--- config.mk ---
export PLATFORM = sky130hd
export DESIGN_NAME = trdb_branch_collector
export DESIGN_NICKNAME = d
export VERILOG_FILES = /design/src/rtl/trdb_pkg.sv /design/src/rtl/trdb_lane_compact.sv /design/src/rtl/trdb_branch_collector.sv
export SDC_FILE = /design/constraint.sdc
export NUM_CORES = 1
export LEC_CHECK = 0
export CAP_MARGIN = 20
export CORE_ASPECT_RATIO = 1.5
export CORE_MARGIN = 2
export CORE_UTILIZATION = 35
export DETAILED_ROUTE_END_ITERATION = 12
export PLACE_DENSITY = 0.56
export SETUP_SLACK_MARGIN = 0.2
export SLEW_MARGIN = 5
export SYNTH_ARGS = -nofsm -noshare
export SYNTH_HDL_FRONTEND = slang
export SYNTH_SLANG_ARGS = --single-unit
export TNS_END_PERCENT = 30
--- constraint.sdc ---
create_clock -name clk_i -period 3 [get_ports clk_i]
set_input_delay 0.3 -clock clk_i [delete_from_list [all_inputs] [get_ports clk_i]]
set_output_delay 0.3 -clock clk_i [all_outputs]
set_load 0.02 [all_outputs]
--- src/rtl/trdb_pkg.sv ---
// Shared trace-debugger types and defaults for the branch-map collector and its helpers.
package trdb_pkg;

    localparam int unsigned TRDB_BMAP_LEN_DEFAULT   = 31;
    localparam int unsigned TRDB_BMAP_LANES_DEFAULT = 2;
    localparam int unsigned TRDB_BMAP_CNT_W_DEFAULT = $clog2(TRDB_BMAP_LEN_DEFAULT + 1);

    // Branch map as handed to the packet emitter (default geometry).
    typedef struct packed {
        logic [TRDB_BMAP_LEN_DEFAULT-1:0]   map;
        logic [TRDB_BMAP_CNT_W_DEFAULT-1:0] cnt;
        logic                               full;
    } trdb_bmap_t;

endpackage

--- src/rtl/trdb_lane_compact.sv ---
// Packs the data bits of the valid lanes into contiguous low bits, in lane order,
// and reports how many lanes were valid.
module trdb_lane_compact #(
    parameter int unsigned NLANES = 2,
    parameter int unsigned N_W    = $clog2(NLANES + 1)
) (
    input  logic [NLANES-1:0] valid,
    input  logic [NLANES-1:0] data,
    output logic [NLANES-1:0] bits,
    output logic [N_W-1:0]    n
);

    always_comb begin
        int unsigned pos;
        pos  = 0;
        bits = '0;
        for (int k = 0; k < int'(NLANES); k++) begin
            if (valid[k]) begin
                bits[pos] = data[k];
                pos       = pos + 1;
            end
        end
        n = N_W'(pos);
    end

endmodule

--- src/rtl/trdb_branch_collector.sv ---
// Collects up to NLANES retired branch outcomes per cycle into a MAP_LEN-bit map and
// hands full or flushed maps to the emitter through a one-entry valid/ready register.
module trdb_branch_collector
    import trdb_pkg::*;
#(
    parameter int unsigned NLANES  = TRDB_BMAP_LANES_DEFAULT,
    parameter int unsigned MAP_LEN = TRDB_BMAP_LEN_DEFAULT,
    parameter int unsigned CNT_W   = $clog2(MAP_LEN + 1)
) (
    input  logic               clk_i,
    input  logic               rst_ni,
    input  logic [NLANES-1:0]  valid_i,
    input  logic [NLANES-1:0]  taken_i,
    input  logic               flush_i,
    output logic               ready_o,
    output logic [MAP_LEN-1:0] map_o,
    output logic [CNT_W-1:0]   cnt_o,
    output logic               full_o,
    output logic               map_valid_o,
    input  logic               map_ready_i,
    output logic               overflow_o
);

    localparam int unsigned N_W   = $clog2(NLANES + 1);
    localparam int unsigned SUM_W = CNT_W + 1;
    localparam int unsigned WIDE  = MAP_LEN + NLANES;

    typedef struct packed {
        logic [MAP_LEN-1:0] map;
        logic [CNT_W-1:0]   cnt;
        logic               full;
    } bmap_t;

    logic [MAP_LEN-1:0] acc_reg, acc_next;
    logic [CNT_W-1:0]   acc_cnt_reg, acc_cnt_next;
    logic               flush_pending_reg, flush_pending_next;
    logic               overflow_reg, overflow_next;
    bmap_t              out_reg;
    logic               out_valid_reg;

    logic [NLANES-1:0]  lane_bits;
    logic [N_W-1:0]     lane_n;
    logic [SUM_W-1:0]   total;
    logic [WIDE-1:0]    merged;
    logic               out_free, room, ready;
    logic               load;
    bmap_t              load_map;

    // Trace encoding stores 1 for a NOT-taken branch.
    trdb_lane_compact #(.NLANES(NLANES), .N_W(N_W)) u_compact (
        .valid (valid_i),
        .data  (~taken_i),
        .bits  (lane_bits),
        .n     (lane_n)
    );

    assign out_free = !out_valid_reg || map_ready_i;
    assign room     = (SUM_W'(acc_cnt_reg) + SUM_W'(NLANES)) < SUM_W'(MAP_LEN);
    assign ready    = !flush_pending_reg && (room || out_free);
    assign total    = SUM_W'(acc_cnt_reg) + SUM_W'(lane_n);
    assign merged   = WIDE'(acc_reg) | (WIDE'(lane_bits) << acc_cnt_reg);

    always_comb begin
        acc_next           = acc_reg;
        acc_cnt_next       = acc_cnt_reg;
        flush_pending_next = flush_pending_reg;
        overflow_next      = overflow_reg;
        load               = 1'b0;
        load_map           = '0;
        if (ready) begin
            if (total >= SUM_W'(MAP_LEN)) begin
                // Completed map; any spill lanes seed the next accumulator.
                load               = 1'b1;
                load_map           = '{map: merged[MAP_LEN-1:0], cnt: CNT_W'(MAP_LEN), full: 1'b1};
                acc_next           = MAP_LEN'(merged >> MAP_LEN);
                acc_cnt_next       = CNT_W'(total - SUM_W'(MAP_LEN));
                flush_pending_next = flush_i && (total != SUM_W'(MAP_LEN));
            end else if (flush_i && total != '0) begin
                if (out_free) begin
                    load         = 1'b1;
                    load_map     = '{map: merged[MAP_LEN-1:0], cnt: CNT_W'(total), full: 1'b0};
                    acc_next     = '0;
                    acc_cnt_next = '0;
                end else begin
                    // Output still held: keep the partial map and emit it once the slot frees.
                    acc_next           = merged[MAP_LEN-1:0];
                    acc_cnt_next       = CNT_W'(total);
                    flush_pending_next = 1'b1;
                end
            end else begin
                acc_next     = merged[MAP_LEN-1:0];
                acc_cnt_next = CNT_W'(total);
            end
            if (flush_i) begin
                overflow_next = 1'b0;
            end
        end else begin
            if ((|valid_i) || flush_i) begin
                overflow_next = 1'b1;
            end
            if (flush_pending_reg && out_free) begin
                load               = 1'b1;
                load_map           = '{map: acc_reg, cnt: acc_cnt_reg, full: 1'b0};
                acc_next           = '0;
                acc_cnt_next       = '0;
                flush_pending_next = 1'b0;
            end
        end
    end

    always_ff @(posedge clk_i or negedge rst_ni) begin
        if (!rst_ni) begin
            acc_reg           <= '0;
            acc_cnt_reg       <= '0;
            flush_pending_reg <= 1'b0;
            overflow_reg      <= 1'b0;
            out_reg           <= '0;
            out_valid_reg     <= 1'b0;
        end else begin
            acc_reg           <= acc_next;
            acc_cnt_reg       <= acc_cnt_next;
            flush_pending_reg <= flush_pending_next;
            overflow_reg      <= overflow_next;
            if (load) begin
                out_reg       <= load_map;
                out_valid_reg <= 1'b1;
            end else if (map_ready_i) begin
                out_valid_reg <= 1'b0;
            end
        end
    end

    assign ready_o     = ready;
    assign map_o       = out_reg.map;
    assign cnt_o       = out_reg.cnt;
    assign full_o      = out_reg.full;
    assign map_valid_o = out_valid_reg;
    assign overflow_o  = overflow_reg;

endmodule
==> out/results.tsv <==
metric	value	unit
status	finished, final reports clean	
setup_viol	0	
vias	3666	
vias_per_cell	5.51	
critPathKind	in -> reg	
holdWs	411	ps
cp-start-kind	input pin	
grt_pass1_vias	3816	
grt_max_degree	77	
ys_seq_area_share	49.4	%
grt_pass1_wl	19.8	mm
synth_area	3850	sq um
start_util	36.1	%
hold_viol	0	
fin_total_pwr	0.00551	W
drtPass1Iterations	4	
skew	9.67	ps
drt-initial-drc-count	235	
place.gp.congestion	0.840	
final_nets	532	
critical_path_arrival	3040	ps
hold_path.class	in -> async	
layout-drive-gt1-share	24.2	%
cts_buffer_depth	2	
p_leak	2.39	nW
antenna_found_initial	0	
r2r_start	acc_cnt_reg[0]$_DFFE_PN0P_	
num_rows	46	
insertion_delay	340	ps
cp_top_family	adder cells	
track_usage	22.0	%
root_buffer	clkbuf_16	
synth_cell_types	60	
antenna_cells	0	
routed_wl	12.3	mm
placed_cells_incl_taps	638	
clk_pin_slew	60	ps
max_freq	355	MHz
r2r_slack	180	ps
path_buf_inv	3	
fin_crit	2820	ps
die_h	132	um
finalCritPeriodShare	94.0	%
power_density	1000	nW/um^2
synth-main-ff-cell	dfrtp_1	
path_max_fanout	11	
yosys_warnings	0	
ant_nets	0	
area_delta_synth_final	43.0	%
final_cell_mix	76 x dfrtp_1, 73 x nor2_1, 60 x buf_4	
ys_async_sr_fraction	100	%
synth_edf_count	0	
fillers	964	
drv_cap	0	
synth_seq_cells	76	
path_common_cell	ha_4	
h-tree-depth	3	
grt_overflow	0	
cpPeakStageDelay	550	ps
syn_avg_cell_area	9.31	sq um
crit_path_end_kind	flop	
worstPathRequired	3220	ps
worstMarginPinSlew	845	ps
wl_per_cell	18.4	um
max_slew_margin	43.5	%
place.detailed.hpwl	8.52	mm
numCtsBuffers	9	
rsz0062_at_grt	true	
vdd_drop_max	0.000544	V
cp_cell_sequence	clkdlybuf4s15_1 > inv_4 > ha_4 > ha_4 > fa_1 > ha_2 > and4b_2 > o21bai_4 > o221a_4 > o21ai_4 > bufbuf_16 > a311oi_2 > nor2_1	
die_area	11900	sq um
ioPinCount	48	
die_w	89.6	um
fin_util	51.7	%
remaining_drc_errors	0	
synth_nets	429	
port_buffers	47	
final_cells	665	
synthCells	413	
ff2ff_path_depth	10	
final_common_cell	dfrtp_1	
core-area	10600	sq um
maxSlewViolCount	0	
cts_tree	built	
cp_slowest_cell	fa_1	
clock-sinks	76	
r2r-end	map_o[29]$_DFFE_PN0P_	
[stage by stage]
step | setup WS [ps] | instance area [sq um] | setup TNS, ps
floorplan | 160 | 3940 | 0
global placement | -609 | 4940 | -34490
detailed placement | -686 | 4940 | -39910
CTS | 172 | 5370 | 0
global route | 75.0 | 5500 | 0
finish | 180 | 5500 | 0
[cells by family (layout without fill, tap and decap cells)]
logic type,count (synthesis),count (layout),share of synthesized area (%)
AO/OA/AOI/OAI,147,147,25.2
XOR/XNOR,1,1,0.228
adder cells (fa/ha/maj),10,10,3.35
buffers and inverters,34,142,3.97
flip-flops,76,76,49.4
multiplexers,3,3,0.813
AND/OR/NAND/NOR,142,142,17.0
[cells in the mapped netlist, types with 2 or more instances]
cell type  number  area [sq um]
a32o_1          2          20.0
inv_1           8          30.0
o21ai_0        15          75.1
a221o_1         4          40.0
nand2b_1        9          56.3
a311oi_1        4          35.0
nor2b_1         2          12.5
nand2_1        21          78.8
buf_2          10          50.1
a21o_1          3          22.5
and2_1          2          12.5
o21a_1          2          15.0
nor3_1         15          75.1
or3_1           3          18.8
nor2_2          2          12.5
ha_1            7          87.6
clkbuf_1       12          45.0
nor4_1          2          12.5
dfrtp_1        76          1900
a21oi_1        51           255
o2bb2ai_1       2          17.5
nor3_2          2          20.0
and3_1          2          12.5
o22ai_1        20           125
nor2_1         74           278
a211oi_1       11          82.6
a32oi_1         2          17.5
a221oi_1        2          17.5
mux2i_1         2          20.0
a31o_2          3          26.3
a31oi_1        14          87.6
[repair_timing]
item                       4_1_cts  5_1_grt
hold endpoints to repair         0       24
setup endpoints to repair       76       56
cloned                           2        0
pin swaps                       10       13
buffers inserted                 5        2
hold buffers                     0        1
gates resized for setup         20       14
[where the power goes]
group / switching, W / leakage, nW / internal (W)
sequential: 0.000197 / 0.989 / 0.00131
clock: 0.000420 / 0.149 / 0.000687
combinational: 0.00154 / 1.26 / 0.00135
total: 0.00216 / 2.39 / 0.00335
[worst max path at each step]
stage	start	end	slack, ps	cells after the start
6_report	valid_i[0]	map_o[29]$_DFFE_PN0P_	180	13
5_1_grt	acc_cnt_reg[0]$_DFFE_PN0P_	map_o[29]$_DFFE_PN0P_	70	10
4_1_cts	acc_cnt_reg[0]$_DFFE_PN0P_	map_o[30]$_DFFE_PN0P_	170	11
3_5_place_dp	valid_i[1]	acc_reg[24]$_DFFE_PN0P_	-690	13
3_3_place_gp	valid_i[1]	cnt_o[3]$_DFFE_PN0P_	-610	13
2_1_floorplan	valid_i[1]	cnt_o[3]$_DFFE_PN0P_	160	13
[routing by layer]
layer / global-route usage, % / wire, um / share of wire [%]
met3: 4.45 / 498 / 4.1
met1: 26.7 / 4910 / 40
met5: 0 / 0 / 0
met4: 10.4 / 486 / 4.0
met2: 36.4 / 6360 / 52
[layout make-up]
class	count	area, sq um	share of cell area (%)
clock buffer	12	256	4.66
clock inverter	4	47.5	0.864
inverter	9	50.0	0.910
multi-input combinational	303	1960	35.6
sequential	76	1900	34.6
tap	144	180	3.27
timing repair buffer	117	1110	20.1
Power figures use the tool's default switching activity.
